$ cat config.mk
export PLATFORM = sky130hd
export DESIGN_NAME = dem_vq6_seq
export DESIGN_NICKNAME = d
export VERILOG_FILES = /design/src/rtl/dem_pkg.sv /design/src/rtl/max6_vq.sv /design/src/rtl/dem_vq6_seq.sv
export SDC_FILE = /design/constraint.sdc
export NUM_CORES = 1
export LEC_CHECK = 0
export ABC_CLOCK_PERIOD_IN_PS = 10300
export CAP_MARGIN = 20
export CORE_UTILIZATION = 40
export CTS_CLUSTER_DIAMETER = 200
export DETAILED_ROUTE_END_ITERATION = 6
export HOLD_SLACK_MARGIN = 0.12
export PLACE_DENSITY = 0.7
export SKIP_LAST_GASP = 1
export SYNTH_ARGS = -nofsm -noshare
export SYNTH_HDL_FRONTEND = slang
export SYNTH_SLANG_ARGS = --single-unit
export TNS_END_PERCENT = 1
$ cat constraint.sdc
create_clock -name clk -period 10.3 [get_ports clk]
set_input_delay 1.545 -clock clk [delete_from_list [all_inputs] [get_ports clk]]
set_output_delay 1.545 -clock clk [all_outputs]
set_load 0.01 [all_outputs]
$ cat src/rtl/dem_pkg.sv
// Shared constants, state encoding and code saturation for the DEM vector quantizer.
package dem_pkg;

  localparam int N_ELEM = 6;
  localparam int W_SFM  = 6;
  localparam logic [2:0] MAX_CODE = 3'd6;

  typedef enum logic [1:0] {
    IDLE   = 2'd0,
    SEARCH = 2'd1,
    DONE   = 2'd2
  } state_t;

  function automatic logic [2:0] sat_code(input logic [2:0] c);
    return (c > MAX_CODE) ? MAX_CODE : c;
  endfunction

endpackage

$ cat src/rtl/max6_vq.sv
// Combinational argmax over six unmasked shaping values; one-hot result, lowest index wins ties.
module max6_vq
  import dem_pkg::*;
(
  input  logic [N_ELEM-1:0][W_SFM-1:0] i_val,
  input  logic [N_ELEM-1:0]            i_mask,
  output logic [N_ELEM-1:0]            o_win
);

  logic             w_found;
  logic [W_SFM-1:0] w_best;

  // Strict '>' keeps the earlier (lower) index on equal values.
  always_comb begin
    w_found = 1'b0;
    w_best  = '0;
    o_win   = '0;
    for (int i = 0; i < N_ELEM; i++) begin
      if (!i_mask[i] && (!w_found || (i_val[i] > w_best))) begin
        w_found  = 1'b1;
        w_best   = i_val[i];
        o_win    = '0;
        o_win[i] = 1'b1;
      end
    end
  end

endmodule

$ cat src/rtl/dem_vq6_seq.sv
// Sequential 6-element DEM vector quantizer: one element selected per clk until sat(code) are on.
//
// state  | meaning
// IDLE   | waiting for a sample, in_ready high
// SEARCH | selecting one element per edge, in_ready low
// DONE   | sv just updated, sv_valid high, may accept the next sample
module dem_vq6_seq
  import dem_pkg::*;
(
  input  logic               clk,
  input  logic               rstn,
  input  logic [2:0]         i_code,
  input  logic               i_in_valid,
  output logic               o_in_ready,
  input  logic [W_SFM-1:0]   i_sfm0,
  input  logic [W_SFM-1:0]   i_sfm1,
  input  logic [W_SFM-1:0]   i_sfm2,
  input  logic [W_SFM-1:0]   i_sfm3,
  input  logic [W_SFM-1:0]   i_sfm4,
  input  logic [W_SFM-1:0]   i_sfm5,
  output logic [N_ELEM-1:0]  o_sv,
  output logic               o_sv_valid
);

  state_t                      r_state;
  state_t                      w_next;
  logic [N_ELEM-1:0][W_SFM-1:0] r_sfm;
  logic [N_ELEM-1:0]           r_mask;
  logic [2:0]                  r_cnt;
  logic [N_ELEM-1:0]           r_sv;
  logic                        r_sv_valid;
  logic [N_ELEM-1:0]           w_win;
  logic                        w_accept;
  logic                        w_in_ready;

  max6_vq u_max6_vq (
    .i_val  (r_sfm),
    .i_mask (r_mask),
    .o_win  (w_win)
  );

  assign w_accept = i_in_valid && w_in_ready;

  always_ff @(posedge clk) begin
    if (!rstn) r_state <= IDLE;
    else       r_state <= w_next;
  end

  // cnt of 1 means the selection made on this edge is the last one.
  always_comb begin
    w_next = r_state;
    case (r_state)
      IDLE:    if (w_accept) w_next = SEARCH;
      SEARCH:  if (r_cnt <= 3'd1) w_next = DONE;
      DONE:    w_next = w_accept ? SEARCH : IDLE;
      default: w_next = IDLE;
    endcase
  end

  always_comb begin
    w_in_ready = (r_state == IDLE) || (r_state == DONE);
  end

  always_ff @(posedge clk) begin
    if (!rstn) begin
      r_sfm      <= '0;
      r_mask     <= '0;
      r_cnt      <= '0;
      r_sv       <= '0;
      r_sv_valid <= 1'b0;
    end else begin
      r_sv_valid <= 1'b0;
      if (w_accept) begin
        r_sfm  <= {i_sfm5, i_sfm4, i_sfm3, i_sfm2, i_sfm1, i_sfm0};
        r_cnt  <= sat_code(i_code);
        r_mask <= '0;
      end else if (r_state == SEARCH) begin
        if (r_cnt != 3'd0) begin
          r_mask <= r_mask | w_win;
          r_cnt  <= r_cnt - 3'd1;
        end
        if (r_cnt <= 3'd1) begin
          r_sv       <= (r_cnt != 3'd0) ? (r_mask | w_win) : r_mask;
          r_sv_valid <= 1'b1;
        end
      end
    end
  end

  assign o_in_ready = w_in_ready;
  assign o_sv       = r_sv;
  assign o_sv_valid = r_sv_valid;

endmodule
---- Word-level counts from Yosys, hierarchy flattened ----
Index checks and enable logic that the tools add are counted.
cells by class
  mux-type cells .......................... 26
  bitwise gates (word level) .............. 4
  add/subtract/negate cells ............... 1
  reductions and logical operators ........ 30
  eq/ne operators ......................... 4
  $lt $le $gt $ge ......................... 7
operators with widths
  kind                                                   count
  two-way mux 6 bit                                      11
  greater-than comparator 6 bit                          5
  two-way mux 3 bit                                      4
  zero test 1 bit                                        9
  two-way mux 1 bit                                      8
  logical AND 1 bit                                      6
  logical OR 1 bit                                       6
  OR 6 bit                                               1
  one-hot mux 2 bit (3 select lines)                     1
  two-way mux 2 bit                                      2
  AND reduction 2 bit                                    2
  nonzero test 2 bit                                     2
  greater-than comparator 3 bit, second input constant   1
  <= comparator 3 x 1 -> 1 bit, second input constant    1
  NOT 1 bit                                              3
  AND reduction 3 bit                                    1
  nonzero test 3 bit                                     1
  OR reduction 3 bit                                     1
  subtractor 3 x 1 -> 3 bit, second input constant       1
  == test 2 x 1 -> 1 bit, second input constant          1
  == test 2 bit, second input constant                   1
  zero test 2 bit                                        1
  inequality test 2 x 1 -> 1 bit, second input constant  1
  inequality test 2 bit, second input constant           1
  OR reduction 2 bit                                     1
word-level totals
  register bits ........................... 54
  input bits .............................. 42
  word-level logic and storage cells ...... 83

---- Longest topological paths before layout ----
  depth in word-level cells ............... 23
  mapped depth ............................ 36
  depth with buffers taken out ............ 31

---- Hierarchy ----
From an unflattened synthesis, not the netlist that was laid out.
second synthesis, totals
  cells, all modules ...................... 395
  area total of the unflattened synthesis .. 3235.6 um^2
modules (own cells, without submodules)
  module       cells an instance  times used  area each (um^2)
  dem_vq6_seq  241                1           2000.7
  max6_vq      154                1           1234.9

---- Worst setup path before layout ----
OpenSTA, ideal clock, no wires.
  path type ............................... flip-flop to flip-flop
  start ................................... register r_mask[0]
  end ..................................... register r_sv[3] (netlist: o_sv[3])
  stages on the path, launching flop included .. 37
  arrival time ............................ 7.514 ns
  setup time .............................. 0.120 ns
  buffers on the path ..................... 5
  slack ................................... 2.666 ns
  cell sequence ........................... dfxtp_1 -> buf_4 -> nand2b_1 -> ha_1 -> nand4_1 -> or3_1 -> o311a_1 -> buf_2 -> clkbuf_1 -> nor2_1 -> a21oi_1 -> ha_1 -> and4_1 -> a41o_1 -> a41o_1 -> buf_2 -> or2_1 -> nand2_1 -> ha_1 -> and4_1 -> a41oi_1 -> o31a_2 -> and2_1 -> a31oi_1 -> ha_1 -> nor2b_1 -> o21a_1 -> o31ai_1 -> buf_4 -> mux2_2 -> a31oi_1 -> ha_1 -> nand4_1 -> a211oi_1 -> a311o_1 -> and4_4 -> o31a_1
between the ends
  longest elaborated chain between the ends .. 23
  elaborated cells on any way between the ends .. 35
ends and longest elaborated chain
  element                                                                  RTL line           source
  start: declaration                                                       dem_vq6_seq.sv:28  logic [N_ELEM-1:0] r_mask;
  start signal: assignment                                                 dem_vq6_seq.sv:79  r_mask <= r_mask | w_win;
  two-way mux 6 bit                                                        max6_vq.sv:19      if (!i_mask[i] && (!w_found || (i_val[i] > w_best))) begin
  greater-than comparator 6 bit                                            max6_vq.sv:19
  logical OR 1 bit                                                         max6_vq.sv:19
  logical AND 1 bit                                                        max6_vq.sv:19
  two-way mux 6 bit / two-way mux 1 bit (equally long branches)            max6_vq.sv:19
  greater-than comparator 6 bit / zero test 1 bit (equally long branches)  max6_vq.sv:19
  logical OR 1 bit                                                         max6_vq.sv:19
  logical AND 1 bit                                                        max6_vq.sv:19
  (+7 left out)                                                            n/a
  logical AND 1 bit                                                        max6_vq.sv:19
  two-way mux 6 bit / two-way mux 1 bit (equally long branches)            max6_vq.sv:19
  greater-than comparator 6 bit / zero test 1 bit (equally long branches)  max6_vq.sv:19
  logical OR 1 bit                                                         max6_vq.sv:19
  logical AND 1 bit                                                        max6_vq.sv:19
  two-way mux 6 bit *                                                      max6_vq.sv:19
  OR 6 bit *                                                               dem_vq6_seq.sv:83  r_sv <= (r_cnt != 3'd0) ? (r_mask | w_win) : r_mask;
  two-way mux 6 bit *                                                      n/a
  end signal: assignment                                                   dem_vq6_seq.sv:83
  end: declaration                                                         dem_vq6_seq.sv:30  logic [N_ELEM-1:0] r_sv;
Every way passes the cells marked *; elsewhere a longest branch is shown, timed or not.
A chain may end at the register's enable or synchronous reset.

---- Worst setup path in the final report ----
Same ends and word-level chain as after synthesis.

==> impl_metrics.json <==
{
  "slew_viol_final": 0,
  "ys_seq_area_share_pct": 31.4,
  "r2r_cells": 31,
  "cts.sinks": 54,
  "grt_usage_pct": 20.6,
  "finalHoldViolCount": 0,
  "dpl_cell_area_mm2": 0.00400,
  "io_buffers": 49,
  "regToRegSetupSlack_ns": 1.64,
  "path_class": "register to register",
  "hold_ws_ns": 0.467,
  "synth_edf_count": 0,
  "min_path_cells": 2,
  "pwr-share-comb_pct": 57.2,
  "drtIter0Drc": 172,
  "area_growth_syn_to_layout_pct": 19.1,
  "holdBufCountCts": 0,
  "fmaxAchievable_mhz": 116,
  "p_clk_share_pct": 15.1,
  "final_layout_size_suffix_gt1_share_pct": 7.59,
  "final-seq-area_mm2": 0.00108,
  "path_clk_slew_ns": 0.10,
  "cp_common_cell": "ha_1",
  "cts.repair.resized": 0,
  "fin_skew_ns": 0.00868,
  "finalWeightedCongestion": 0.884,
  "ys.flop_type": "dfxtp_1",
  "postCtsSetupBuffers": 0,
  "async_reset_ff_share_pct": 0,
  "grt_max_degree": 51,
  "hp-start": "r_sfm[0]",
  "nFillCells": 813,
  "grt_pass1_vias": 2957,
  "routed_wl_mm": 8.59,
  "period_minus_slack_ns": 8.66,
  "tns_ns": 0,
  "multi_input_area_mm2": 0.00222,
  "peakVddDrop_mv": 0.0897,
  "gr-total-overflow": 0,
  "synth_area_mm2": 0.00344,
  "die_w_um": 94.7,
  "slowest_delay_ns": 0.59,
  "reg2reg_from": "r_mask[0]",
  "p_leak_nw": 1.63,
  "dp_slack_ns": 1.80,
  "maxCapViolCount": 0,
  "final_cell_mix": "nand2_1, dfxtp_1, clkdlybuf4s50_1",
  "dp_hpwl_mm": 6.43,
  "setup_viol": 0,
  "grt_pass1_wl_mm": 14.6,
  "synth_seq_cells": 54,
  "antenna_found_initial": 0,
  "ios": 50,
  "vias": 3181,
  "htreeDepth": 2,
  "die-area_mm2": 0.00897,
  "slew_headroom_pct": 35.0,
  "avgRoutedWirePerCell_um": 15.2,
  "row_count": 33,
  "insertion_delay_ns": 0.31,
  "cellPowerDensity_mw_per_mm2": 212,
  "syn_nets": 494,
  "drt_first_pass_iters": 4,
  "rsz0062_at_grt": "false",
  "cts_tree": "yes",
  "path_max_fanout": 18,
  "status": "completed",
  "cp-start-kind": "register",
  "layout_setup_ws_ns": 1.64,
  "drc": 0,
  "p_int_w": 0.000491,
  "rr_endpoint": "o_sv[3]",
  "min_period_over_period_pct": 84.0,
  "core_area_mm2": 0.00826,
  "antennaDiodeCount": 0,
  "root_buffer": "clkbuf_8",
  "holdCritPathClass": "register to register",
  "finalPower_w": 0.000868,
  "tightest_slew_ns": 0.967,
  "layout_commonest_cell": "nand2_1",
  "cp_slowest_cell": "dfxtp_1",
  "cts_buffers": 5,
  "start_util_pct": 41.6,
  "p_sw_share_pct": 43.5,
  "via_per_inst": 5.62,
  "netlist-cell-type-count": 57,
  "arrival_ns": 8.87,
  "p_seq_share_pct": 27.7,
  "synth_cells": 419,
  "switchingPower_w": 0.000377,
  "yosysWarnings": 0,
  "holdPathEnd": "r_sfm[0]",
  "final_area_mm2": 0.00410,
  "ctsLongestPathBuffers": 2,
  "avgSynthCellArea_um2": 8.21,
  "cp_data_required_time_ns": 10.51,
  "antenna_left": 0,
  "die_y_um": 94.7,
  "fin_nets": 535,
  "cp-end-kind": "register"
}
area by class of cell:
class | instances | share of cell area [%]
Tap cell | 105 | 3.21
Inverter | 12 | 1.10
Clock inverter | 2 | 0.397
Clock buffer | 6 | 2.02
Multi-Input combinational cell | 334 | 54.2
Sequential cell | 54 | 26.4
Timing Repair Buffer | 53 | 12.6
cells in the mapped netlist (3+ instances only):
cell type   n  area [um2]
ha_1       33         413
o31ai_1     3        22.5
a31oi_1    12        75.1
a21boi_0   37         278
o21ai_0     9        45.0
nor2_1     16        60.1
nand2b_1    7        43.8
and4_1      4        35.0
o311a_2     3        33.8
inv_1      12        45.0
a31o_2      5        43.8
dfxtp_1    54        1080
nand2_1    96         360
or2_1       4        25.0
nor2b_1    11        68.8
o221ai_1    5        43.8
and2_1      9        56.3
buf_4       3        22.5
mux2_2      3        33.8
a21oi_1    15        75.1
clkbuf_1   12        45.0
nand4_1     4        25.0
nand3_1     3        15.0
o21a_1     12        90.1
o311a_1     4        40.0
critical path, delay by kind of cell, from the launching register on:
| kind | cells | cell delay, ns |
|---|---|---|
| flip-flops | 1 | 0.59 |
| buffers and inverters | 1 | 0.29 |
| AO/OA/AOI/OAI | 16 | 4.50 |
| AND/OR/NAND/NOR | 8 | 1.33 |
| multiplexers | 1 | 0.35 |
| adder cells (fa/ha/maj) | 5 | 1.46 |
state kept, by name, indices dropped and copies added (netlist names):
name,count
r_cnt,3
o_sv_valid,1
r_sfm,36
r_mask,6
o_sv,6
r_state,2
power groups by stage:
stage | registers, W | clock network, W | logic, W
finish | 0.000240 | 0.000131 | 0.000497
global placement | 0.000245 | 0 | 0.000474
detailed placement | 0.000245 | 0 | 0.000485
global route | 0.000243 | 0.000144 | 0.000556
floorplan | 0.000241 | 0 | 0.000375
CTS | 0.000240 | 0.000136 | 0.000490
through the flow:
step                utilization (%)  cells
finish                         49.6    566
global route                   49.6    566
CTS                            49.6    566
detailed placement             48.4    558
global placement               48.3    557
floorplan                         -    419
routing by layer:
layer  track usage [%]  part of all wire, %  routed length, um  up-vias
li1                  -                    -                  -     1601
met3              2.09                  4.3                368        8
met2              32.6                   45               3850       84
met1              28.9                   50               4250     1488
met5                 0                    0                  0        -
met4              7.07                  1.4                118        0
worst max-delay path by stage:
stage          slack, ns      end  startpoint  cells past startpoint
6_report            1.64  o_sv[3]   r_mask[0]                     31
5_1_grt             0.96  o_sv[3]   r_mask[0]                     31
4_1_cts             1.76  o_sv[3]   r_mask[0]                     31
3_5_place_dp        1.80  o_sv[3]   r_mask[0]                     31
3_3_place_gp        1.62  o_sv[3]   r_mask[0]                     30
2_1_floorplan       2.67  o_sv[3]   r_mask[0]                     36
cell families after synthesis:
| family | count (synthesis) | share of synthesized area, % |
|---|---|---|
| buffers and inverters | 31 | 4.00 |
| multiplexers | 3 | 0.982 |
| flip-flops | 54 | 31.4 |
| AND/OR/NAND/NOR | 165 | 22.3 |
| adder cells (fa/ha/maj) | 33 | 12.0 |
| AO/OA/AOI/OAI | 133 | 29.2 |
Note: power is estimated with default switching activity, not from simulation.
